$ cat src/rtl/input_layer_window_reader.sv
// AXI4 read master that streams 8-bit feature-map layers out of DDR and
// turns them into 3x3 stride-1 sliding windows (72-bit words), one layer
// after another. Write channels are present only for interconnect
// compatibility and are tied off.
module input_layer_window_reader #(
  parameter int C_S_AXI_ID_WIDTH   = 3,
  parameter int C_S_AXI_ADDR_WIDTH = 32,
  parameter int C_S_AXI_DATA_WIDTH = 64,
  parameter int C_S_AXI_BURST_LEN  = 8,
  parameter int STREAM_DATA_WIDTH  = 72,
  parameter int MAX_COLS           = 256
) (
  input  logic                            clk,
  input  logic                            reset_n,
  input  logic                            Start,
  input  logic [31:0]                     axi_address,
  input  logic [7:0]                      no_of_input_layers,
  input  logic [9:0]                      input_layer_row_size,
  input  logic [9:0]                      input_layer_col_size,
  input  logic                            in_layer_ddr3_data_rdy,
  output logic [STREAM_DATA_WIDTH-1:0]    input_layer_1_data,
  output logic                            input_layer_1_valid,
  input  logic                            input_layer_1_rdy,
  output logic [7:0]                      input_layer_1_id,
  output logic [C_S_AXI_ID_WIDTH-1:0]     M_axi_arid,
  output logic [C_S_AXI_ADDR_WIDTH-1:0]   M_axi_araddr,
  output logic [7:0]                      M_axi_arlen,
  output logic [2:0]                      M_axi_arsize,
  output logic [1:0]                      M_axi_arburst,
  output logic                            M_axi_arlock,
  output logic [3:0]                      M_axi_arcache,
  output logic [2:0]                      M_axi_arprot,
  output logic [3:0]                      M_axi_arqos,
  output logic                            M_axi_arvalid,
  input  logic                            M_axi_arready,
  input  logic [C_S_AXI_ID_WIDTH-1:0]     M_axi_rid,
  input  logic [C_S_AXI_DATA_WIDTH-1:0]   M_axi_rdata,
  input  logic [1:0]                      M_axi_rresp,
  input  logic                            M_axi_rlast,
  input  logic                            M_axi_rvalid,
  output logic                            M_axi_rready,
  output logic [C_S_AXI_ID_WIDTH-1:0]     M_axi_awid,
  output logic [C_S_AXI_ADDR_WIDTH-1:0]   M_axi_awaddr,
  output logic [7:0]                      M_axi_awlen,
  output logic [2:0]                      M_axi_awsize,
  output logic [1:0]                      M_axi_awburst,
  output logic                            M_axi_awlock,
  output logic [3:0]                      M_axi_awcache,
  output logic [2:0]                      M_axi_awprot,
  output logic [3:0]                      M_axi_awqos,
  output logic                            M_axi_awvalid,
  input  logic                            M_axi_awready,
  output logic [C_S_AXI_DATA_WIDTH-1:0]   M_axi_wdata,
  output logic [C_S_AXI_DATA_WIDTH/8-1:0] M_axi_wstrb,
  output logic                            M_axi_wlast,
  output logic                            M_axi_wvalid,
  input  logic                            M_axi_wready,
  input  logic [C_S_AXI_ID_WIDTH-1:0]     M_axi_bid,
  input  logic [1:0]                      M_axi_bresp,
  input  logic                            M_axi_bvalid,
  output logic                            M_axi_bready
);

  localparam int BYTES_PER_BEAT = C_S_AXI_DATA_WIDTH / 8;
  localparam int PIX_IDX_W      = $clog2(BYTES_PER_BEAT);
  localparam int LB_AW          = (MAX_COLS > 1) ? $clog2(MAX_COLS) : 1;
  localparam int BEAT_W         = 18;

  localparam logic [2:0] S_IDLE     = 3'd0;
  localparam logic [2:0] S_WAIT_RDY = 3'd1;
  localparam logic [2:0] S_AR       = 3'd2;
  localparam logic [2:0] S_R        = 3'd3;
  localparam logic [2:0] S_DRAIN    = 3'd4;

  logic [2:0]                    state;
  logic [C_S_AXI_ADDR_WIDTH-1:0] cur_addr;
  logic [BEAT_W-1:0]             beats_total, beats_left, beats_calc;
  logic [7:0]                    layers_left, layer_id;
  logic [9:0]                    rows_q, cols_q;
  logic [19:0]                   pix_total;
  logic                          arvalid_q;
  logic [C_S_AXI_ADDR_WIDTH-1:0] araddr_q;
  logic [7:0]                    arlen_q;

  logic [C_S_AXI_DATA_WIDTH-1:0] beat_buf;
  logic                          beat_vld;
  logic [PIX_IDX_W-1:0]          pix_idx;
  logic [9:0]                    row_cnt, col_cnt;
  logic                          pix_done;

  logic [7:0] lb0_mem [MAX_COLS];
  logic [7:0] lb1_mem [MAX_COLS];
  logic [7:0] win_p0  [3][3];
  logic [7:0] nwin    [3][3];
  logic [STREAM_DATA_WIDTH-1:0] win_word;
  logic [STREAM_DATA_WIDTH-1:0] data_p1;
  logic                         vld_p1;

  logic       r_hs, stall, adv, take, last_col, last_pix, win_edge;
  logic       start_job, layer_done, next_layer, new_layer;
  logic [7:0] pix;
  logic [7:0] lb_top, lb_mid;
  logic [LB_AW-1:0] lb_idx;
  logic       unused_inputs;

  assign unused_inputs = ^{M_axi_rid, M_axi_rresp, M_axi_awready, M_axi_wready,
                           M_axi_bid, M_axi_bresp, M_axi_bvalid};

  assign pix_total  = input_layer_row_size * input_layer_col_size;
  assign beats_calc = BEAT_W'((32'(pix_total) + 32'd7) >> 3);

  assign M_axi_rready = (state == S_R) && !beat_vld;
  assign r_hs         = M_axi_rvalid && M_axi_rready;
  assign stall        = vld_p1 && !input_layer_1_rdy;
  assign adv          = beat_vld && !stall;
  assign take         = adv && !pix_done;
  assign pix          = beat_buf[{pix_idx, 3'b000} +: 8];
  assign lb_idx       = col_cnt[LB_AW-1:0];
  assign lb_top       = lb0_mem[lb_idx];
  assign lb_mid       = lb1_mem[lb_idx];
  assign last_col     = (col_cnt == 10'(cols_q - 10'd1));
  assign last_pix     = last_col && (row_cnt == 10'(rows_q - 10'd1));
  assign win_edge     = (row_cnt >= 10'd2) && (col_cnt >= 10'd2);

  assign start_job  = (state == S_IDLE) && Start;
  assign layer_done = (state == S_DRAIN) && pix_done && !beat_vld && !stall;
  assign next_layer = layer_done && (layers_left != 8'd1);
  assign new_layer  = start_job || next_layer;

  // Sequence one burst at a time per layer and walk through the layers
  always_ff @(posedge clk or posedge reset_n) begin
    if (reset_n) begin
      state       <= S_IDLE;
      cur_addr    <= '0;
      beats_total <= '0;
      beats_left  <= '0;
      layers_left <= '0;
      layer_id    <= '0;
      rows_q      <= '0;
      cols_q      <= '0;
      arvalid_q   <= 1'b0;
      araddr_q    <= '0;
      arlen_q     <= '0;
    end else begin
      case (state)
        S_IDLE: if (Start) begin
          rows_q      <= input_layer_row_size;
          cols_q      <= input_layer_col_size;
          layers_left <= no_of_input_layers;
          layer_id    <= '0;
          cur_addr    <= C_S_AXI_ADDR_WIDTH'(axi_address);
          beats_total <= beats_calc;
          beats_left  <= beats_calc;
          state       <= S_WAIT_RDY;
        end
        S_WAIT_RDY: if (in_layer_ddr3_data_rdy) begin
          arvalid_q <= 1'b1;
          araddr_q  <= cur_addr;
          arlen_q   <= (beats_left >= BEAT_W'(C_S_AXI_BURST_LEN)) ?
                       8'(C_S_AXI_BURST_LEN - 1) : 8'(beats_left[7:0] - 8'd1);
          state     <= S_AR;
        end
        S_AR: if (M_axi_arready) begin
          arvalid_q <= 1'b0;
          // Layers are packed back to back, so the next burst (or the next
          // layer's first burst) starts right after this one.
          cur_addr  <= cur_addr + C_S_AXI_ADDR_WIDTH'((32'(arlen_q) + 32'd1) * BYTES_PER_BEAT);
          state     <= S_R;
        end
        S_R: if (r_hs) begin
          beats_left <= beats_left - BEAT_W'(1);
          if (M_axi_rlast)
            state <= (beats_left == BEAT_W'(1)) ? S_DRAIN : S_WAIT_RDY;
        end
        S_DRAIN: if (layer_done) begin
          if (layers_left == 8'd1) begin
            state <= S_IDLE;
          end else begin
            layers_left <= layers_left - 8'd1;
            layer_id    <= layer_id + 8'd1;
            beats_left  <= beats_total;
            state       <= S_WAIT_RDY;
          end
        end
        default: state <= S_IDLE;
      endcase
    end
  end

  // Unpacker control: hold one beat, release one pixel per unstalled cycle
  always_ff @(posedge clk or posedge reset_n) begin
    if (reset_n) begin
      beat_vld <= 1'b0;
      pix_idx  <= '0;
      row_cnt  <= '0;
      col_cnt  <= '0;
      pix_done <= 1'b0;
    end else begin
      if (r_hs) begin
        beat_vld <= 1'b1;
        pix_idx  <= '0;
      end else if (adv) begin
        pix_idx <= pix_idx + PIX_IDX_W'(1);
        if (pix_idx == PIX_IDX_W'(BYTES_PER_BEAT - 1))
          beat_vld <= 1'b0;
      end
      // Pixels after the layer's last one are pad bytes and are dropped
      if (new_layer) begin
        row_cnt  <= '0;
        col_cnt  <= '0;
        pix_done <= 1'b0;
      end else if (take) begin
        if (last_col) begin
          col_cnt <= '0;
          row_cnt <= row_cnt + 10'd1;
        end else begin
          col_cnt <= col_cnt + 10'd1;
        end
        if (last_pix)
          pix_done <= 1'b1;
      end
    end
  end

  // Beat capture register (data only)
  always_ff @(posedge clk) begin
    if (r_hs)
      beat_buf <= M_axi_rdata;
  end

  // Next window: shift left one column, new column is (r-2, r-1, r) at c
  always_comb begin
    for (int i = 0; i < 3; i++) begin
      nwin[i][0] = win_p0[i][1];
      nwin[i][1] = win_p0[i][2];
    end
    nwin[0][2] = lb_top;
    nwin[1][2] = lb_mid;
    nwin[2][2] = pix;
    win_word = '0;
    for (int i = 0; i < 3; i++)
      for (int j = 0; j < 3; j++)
        win_word[8*(3*(2-j)+i) +: 8] = nwin[i][j];
  end

  // ---- stage p0: line buffers and 3x3 window register ----
  always_ff @(posedge clk) begin
    if (take) begin
      lb0_mem[lb_idx] <= lb_mid;
      lb1_mem[lb_idx] <= pix;
      for (int i = 0; i < 3; i++)
        for (int j = 0; j < 3; j++)
          win_p0[i][j] <= nwin[i][j];
    end
  end

  // ---- stage p1: registered stream output, held while stalled ----
  always_ff @(posedge clk or posedge reset_n) begin
    if (reset_n) begin
      vld_p1  <= 1'b0;
      data_p1 <= '0;
    end else if (!stall) begin
      vld_p1 <= take && win_edge;
      if (take && win_edge)
        data_p1 <= win_word;
    end
  end

  assign input_layer_1_data  = data_p1;
  assign input_layer_1_valid = vld_p1;
  assign input_layer_1_id    = layer_id;

  assign M_axi_arid    = '0;
  assign M_axi_araddr  = araddr_q;
  assign M_axi_arlen   = arlen_q;
  assign M_axi_arsize  = 3'($clog2(BYTES_PER_BEAT));
  assign M_axi_arburst = 2'b01;
  assign M_axi_arlock  = 1'b0;
  assign M_axi_arcache = 4'b0011;
  assign M_axi_arprot  = 3'b000;
  assign M_axi_arqos   = 4'b0000;
  assign M_axi_arvalid = arvalid_q;

  assign M_axi_awid    = '0;
  assign M_axi_awaddr  = '0;
  assign M_axi_awlen   = '0;
  assign M_axi_awsize  = '0;
  assign M_axi_awburst = 2'b01;
  assign M_axi_awlock  = 1'b0;
  assign M_axi_awcache = 4'b0011;
  assign M_axi_awprot  = 3'b000;
  assign M_axi_awqos   = 4'b0000;
  assign M_axi_awvalid = 1'b0;
  assign M_axi_wdata   = '0;
  assign M_axi_wstrb   = '0;
  assign M_axi_wlast   = 1'b0;
  assign M_axi_wvalid  = 1'b0;
  assign M_axi_bready  = 1'b1;

endmodule

$ cat config.mk
export PLATFORM = sky130hd
export DESIGN_NAME = input_layer_window_reader
export DESIGN_NICKNAME = d
export VERILOG_FILES = /design/src/rtl/input_layer_window_reader.sv
export SDC_FILE = /design/constraint.sdc
export NUM_CORES = 2
export LEC_CHECK = 0
export CAP_MARGIN = 10
export CELL_PAD_IN_SITES_DETAIL_PLACEMENT = 0
export CELL_PAD_IN_SITES_GLOBAL_PLACEMENT = 1
export CORE_ASPECT_RATIO = 0.6
export CORE_MARGIN = 3
export CORE_UTILIZATION = 49
export DETAILED_ROUTE_END_ITERATION = 16
export PLACE_DENSITY_LB_ADDON = 0.1
export SETUP_SLACK_MARGIN = 0.2
export SLEW_MARGIN = 20
export SYNTH_ARGS = -nofsm -noshare
export SYNTH_HDL_FRONTEND = slang
export SYNTH_MEMORY_MAX_BITS = 65536
export SYNTH_SLANG_ARGS = --single-unit
$ cat constraint.sdc
create_clock -name clk -period 8.9 [get_ports clk]
set_input_delay 1.335 -clock clk [delete_from_list [all_inputs] [get_ports clk]]
set_output_delay 1.335 -clock clk [all_outputs]
set_load 0.005 [all_outputs]
# Word-level counts from Yosys, hierarchy flattened

Memory sizes are Yosys's and may differ from the RTL's.
Cells that the tools add are included.

ROM bits: 0
Bits in writable memories: 4,168
Input bits: 145
Bits in latches: 0
Memories: 3
Bits in registers: 310

Div/mod/pow operators: 0
Shift-type cells: 1
Order comparisons: 3
$add $sub $neg: 12
Muxes and demuxes: 45
Bitwise logic cells: 1
Eq/ne operators: 17
Reduce and logical (&&, ||, !) cells: 39
Multiply operators: 1

Memories:

| memory  | words | width | rd ports | clocked after Yosys merged registers in | write ports | line | text |
|---|---|---|---|---|---|---|---|
| lb0_mem | 256   | 8     | 1        | 0                                       | 1           | 91   | `logic [7:0] lb0_mem [MAX_COLS];` |
| lb1_mem | 256   | 8     | 1        | 0                                       | 1           | 92   | `logic [7:0] lb1_mem [MAX_COLS];` |
| win_p0  | 3     | 24    | 3        | 0                                       | 3           | 93   | `logic [7:0] win_p0 [3][3];` |

Operators by type and width:

| cell                  | count |
|---|---|
| $mux 18               | 4 |
| $mux 32               | 2 |
| $pmux 32 s2           | 1 |
| $shiftx 64x7->8       | 1 |
| $mux 10               | 6 |
| $mux 8                | 7 |
| $pmux 18 s3           | 1 |
| $add 32x12->32        | 1 |
| $pmux 8 s2            | 2 |
| $mux 3                | 9 |
| $add 20x3->21 const B | 1 |
| $add 10x1->10 const B | 2 |
| $eq 10x10->1          | 2 |
| $ge 10x2->1 const B   | 2 |
| $mul 10x10->20        | 1 |
| $sub 10x1->10 const B | 2 |
| $eq 18x1->1 const B   | 1 |
| $ge 18x4->1 const B   | 1 |
| $sub 18x1->18 const B | 1 |
| $reduce_bool 2->1     | 8 |
| $sub 8x1->8 const B   | 2 |
| $pmux 3 s5            | 1 |
| $ne 2x2->1 const B    | 7 |
| $logic_and 1x1->1     | 13 |
| other kinds (20)      | 41 |

# Logic depth before layout (Yosys ltp)

Depth in word-level cells: 8
Gate-level depth with buffers: 21
Depth with buffers taken out: 20

# Least setup slack after synthesis

Ideal clock, no wire load.

Kind: reg2reg
Start point: register col_cnt[0]
End point: register data_p1[11] (netlist: input_layer_1_data[11])
Setup time: 174 ps
Period minus slack after synthesis: 8,478 ps
Path slack: 422 ps
Data arrival time: 8,304 ps
Stages on the path, launching flop included: 13
Path through: dfrtp_1 -> buf_2 -> buf_6 -> buf_6 -> buf_4 -> buf_2 -> buf_2 -> mux4_2 -> a22oi_1 -> o21ai_0 -> o21ai_0 -> nand4_1 -> mux2_2

Elaborated cells between the ends (all ways): 5

RTL lines:

| what                   | line | text |
|---|---|---|
| from (decl)            | 88   | `logic [9:0] row_cnt, col_cnt;` |
| from (signal assigned) | 217  | `col_cnt <= col_cnt + 10'd1;` |
| $mem_v2 256x8          | n/a  |  |
| named net lb_mid[3]    | 102  | `logic [7:0] lb_top, lb_mid;` |
| to (signal assigned)   | 265  | `data_p1 <= win_word;` |
| to (decl)              | 96   | `logic [STREAM_DATA_WIDTH-1:0] data_p1;` |

The timed path passes the listed nets, and every way through them passes these cells.
A chain may end at the register's enable or synchronous reset.

# Worst setup path after layout

Start point: register col_cnt[1]
End point: memory lb0_mem[224][4], data pin

Word-level cells in the longest chain between the ends: 1

RTL lines:

| what                | line |
|---|---|
| $mem_v2 256x8       | n/a |
| named net lb_mid[4] | 102 |
| to (decl)           | 91 |

The timed path passes the listed nets, and every way through them passes these cells.

==> results.md <==
- Outcome: complete, no violations
- Clk sinks: approximately 4,500
- Final setup viols: 0
- Lkg Pwr: approximately 66 nW
- Via count: between 90,000 and 100k
- Die Area: 369,000 um^2
- Crit start category: flop
- Final Hold Fails: 0
- CTS H-tree lvls: 5
- Top cell type's share of synthesized area: 71.3%
- Total track usage: 28.4%
- Synthesis warning total: 0
- Initial Utilization: between 40% and 50%
- Cells after synthesis: 8,526
- Worst slew margin: 5.58%
- Worst Path Required: 9340 ps
- Hold WC Path Type: reg -> reg
- Post-detailed-route count of antenna-violating nets: 0
- CP endpoint kind: flop
- WL final: 527 mm
- Reg2reg setup slack: 1400 ps
- Routed wire per std cell: 36.7 um
- WP buf/inv: 3
- CTS Buf Count: 408
- Synthesized cell area: 177,000 um^2
- Seq/Total Area, Yosys: between 70 and 80%
- Die height: 472 um
- Starting DRC count in detailed routing: between 10,000 and 15,000
- Placed insts: ~14,000
- Multi-input logic area: 42,700 um^2
- Fillcell total: 26,800
- CTS Hold Bufs: 0
- Minimum clock period: between 7000 and 8000 ps
- Worst-Margin Slew: 1400 ps
- Crit Path Max Fanout: 140
- Via density per instance: 6.34
- Switching power share of the total: 34.9%
- Top delay family on crit path: simple AND/OR/NAND/NOR gates
- Fraction of layout cells with a size suffix above 1: approximately a quarter
- Drt pass-1 iters: 6
- Max Fclk: 133 MHz
- Crit-path max cell delay: 1160 ps
- Final Instance Count excl. Fillers: 14,400
- Port bufs: 254
- Largest net degree at the start of global routing: ~230
- Gate power share: 33.4%
- CTS tree: yes
- FP Rows: 170
- First-pass GRT wire length: 727 mm
- Yosys reg bits: 4,454
- CTS Root Cell: clkbuf_16
- CORE AREA: 359,000 um^2
- Clock Pin Slew Worst Setup and Hold Paths: around 60 ps
- Clock Skew: 103 ps
- Drt drc: 0
- Sw Pwr: roughly 25 mW
- Power per cell area: 361 nW/um^2
- Post-synth top area cell: edfxtp_1
- Max clock buf depth: 4
- Average cell area after synthesis: 20.8 um^2
- Worst Path Arrival: 7940 ps
- Post-DP HPWL: 331 mm
- Worst skew pair latency: 990 ps
- Primary FF master, synth: edfxtp_1
- Int Pwr: 47.2 mW
- Clock power share: about 24%
- Ports: 424
- Post-synth EDFFs: ~4,200
- # Max-Cap Violations: 0
- Routability Congestion: 0.928
- Total gr overflow: 0
- Worst-path cell chain: buf_4, mux4_2, mux2i_1, o22ai_1, nor4_1, nand4_1, a211o_4, buf_12, buf_16
- Synth top area cells: edfxtp_1 71%, mux4_2 14%, dfrtp_1 3.5%, mux2i_1 1.5%, buf_4 0.81%
- PostCTS Resize Cnt: 0
- Total Neg Setup Slack: 0 ps
- Vias in the first global route: 88,000
- Register share of total power: between 40% and 50%
- Synth unique cells: 82
- RSZ-0062 raised after global routing: no
- Slew Limit Fails: 0
- Area growth syn-to-layout: 13.4%
- Worst vdd ir: 0.647 mV
- FF+latch area: 133,000 um^2
- Setup CP Type: reg -> reg
- FFs w/ async S/R, synth: roughly 5.5%
- # Post-CTS Setup Buffers: 0
- Initial antenna violation count: 49
- CP max-delay cell: nor4_1
- Final worst-path cycle share: 84.3%
- Die Width: between 700 and 800 um
- Post-layout nets: 9,450
## layout make-up
class	instances	area share [%]
antenna	47	0.0585
clock buffer	497	5.33
clock inverter	246	1.23
inverter	111	0.216
multi-input combinational	3514	21.2
sequential	4454	65.9
tap	4816	3.00
timing repair buffer	670	3.04
## cell families (layout without fill, tap and decap cells)
logic type,Yosys count,in the layout,synth area share (%)
and+or+nand+nor,1084,1084,2.75
adders and majority gates,146,146,1.31
buffers and inverters,712,1524,2.16
xor gates and xnor gates,75,75,0.371
other,2,203,0.00424
DFF,4454,4454,74.8
AOI/OAI and AO/OA,533,533,1.99
muxes,1520,1520,16.7
## power by group through the flow
| stage | logic, mW | registers [mW] | clock network (mW) |
|---|---|---|---|
| global placement | 23.4 | 31.0 | 0 |
| finish | 24.3 | 30.6 | 17.7 |
| floorplan | 12.9 | 31.7 | 0 |
| detailed placement | 24.1 | 31.0 | 0 |
| global route | 25.5 | 30.7 | 18.8 |
| CTS | 24.1 | 30.6 | 18.0 |
## synth_stat cells (40+ instances only)
master and instances:
mux4_2 1131, a22oi_1 40, buf_2 103, ha_1 81
nand2_1 345, xnor2_1 54, fa_1 65, a21oi_1 96
buf_4 192, edfxtp_1 4208, mux2_2 119, o21ai_0 81
mux2i_1 270, nor3_1 55, dfrtp_1 246, and2_1 60
buf_6 40, nand3_1 79, clkbuf_1 204, o22ai_1 129
buf_1 62, nor2_1 381, inv_1 106
## sequential cells by signal, summed over array words and instances, names as in the netlist, 18 cells and up
name / count
beats_total: 18
M_axi_araddr: 32
lb0_mem: 2048
input_layer_1_data: 72
beats_left: 18
win_p0: 48
cur_addr: 32
beat_buf: 64
lb1_mem: 2048
## worst register-to-register path, stage by stage, from the launching register on
cell and delay, ps:
dfrtp_4 970, buf_4 680, mux4_2 430, mux2i_1 750, o22ai_1 200, nor4_1 1160, nand4_1 990, a211o_4 750
buf_12 270, buf_16 440
## worst paths after layout
kind	from	cells past startpoint	end
max	col_cnt[1]$_DFFE_PP0P_	9	lb0_mem[224][4]$_DFFE_PP_
min	win_p0[1][3]$_DFFE_PP_	0	win_p0[1][11]$_DFFE_PP_
max reg2reg	col_cnt[1]$_DFFE_PP0P_	9	lb0_mem[224][4]$_DFFE_PP_
min reg2reg	win_p0[1][3]$_DFFE_PP_	0	win_p0[1][11]$_DFFE_PP_
max in group asynchronous	reset_n	3	cur_addr[17]$_DFFE_PP0P_
min in group asynchronous	reset_n	2	input_layer_1_data[19]$_DFFE_PP0P_
## cells in the final DEF, fill, tap and decap left out, types with 21 or more instances in the layout
cell type        synthesis  routed
dfrtp_1                246     241
bufinv_16                0      44
nor2_4                   0      59
inv_1                  106     105
clkbuf_16                0     412
xnor2_1                 54      54
fa_1                    65      65
a221oi_1                22      22
conb_1                   2     156
nor4_1                  28      27
nand2_1                345     330
clkinv_2                 0      76
nand3_1                 79      77
ha_1                    81      81
and2_1                  60      57
buf_4                  192     380
a21oi_1                 96      95
mux4_2                1131    1131
nand4_1                 32      32
mux2_2                 119     111
nor2_1                 381     206
clkinv_1                 3      87
xor2_1                  21      21
buf_12                   0      32
clkbuf_1               204      77
diode_2                  0      47
o22ai_1                129     127
o21ai_0                 81      80
mux2i_1                270     258
a31oi_1                 27      26
nor3_1                  55      36
clkdlybuf4s50_1          0     254
a22oi_1                 40      40
nor2_2                   1     117
edfxtp_1              4208    4208
## through the flow
stage               worst slack [ps]  total power, mW  area, um^2  utilization, %  hold slack (ps)
floorplan                        422             44.5      178000               -              422
global placement                 954             54.4      187000            52.2              426
detailed placement               969             55.2      187000            52.2              430
CTS                             2020             72.7      201000            55.9              445
global route                    1640             74.9      201000            56.0              452
finish                          1400             72.6      201000            56.0              443
## metal layers
layer	part of all wire [%]	up-vias	global-route usage, %
met1	42	49200	43.7
li1	-	36100	-
met2	42	5050	38.6
met3	13	760	10.1
met4	2.9	10	7.35
met5	0.011	-	0
(Power assumes the default switching activity.)
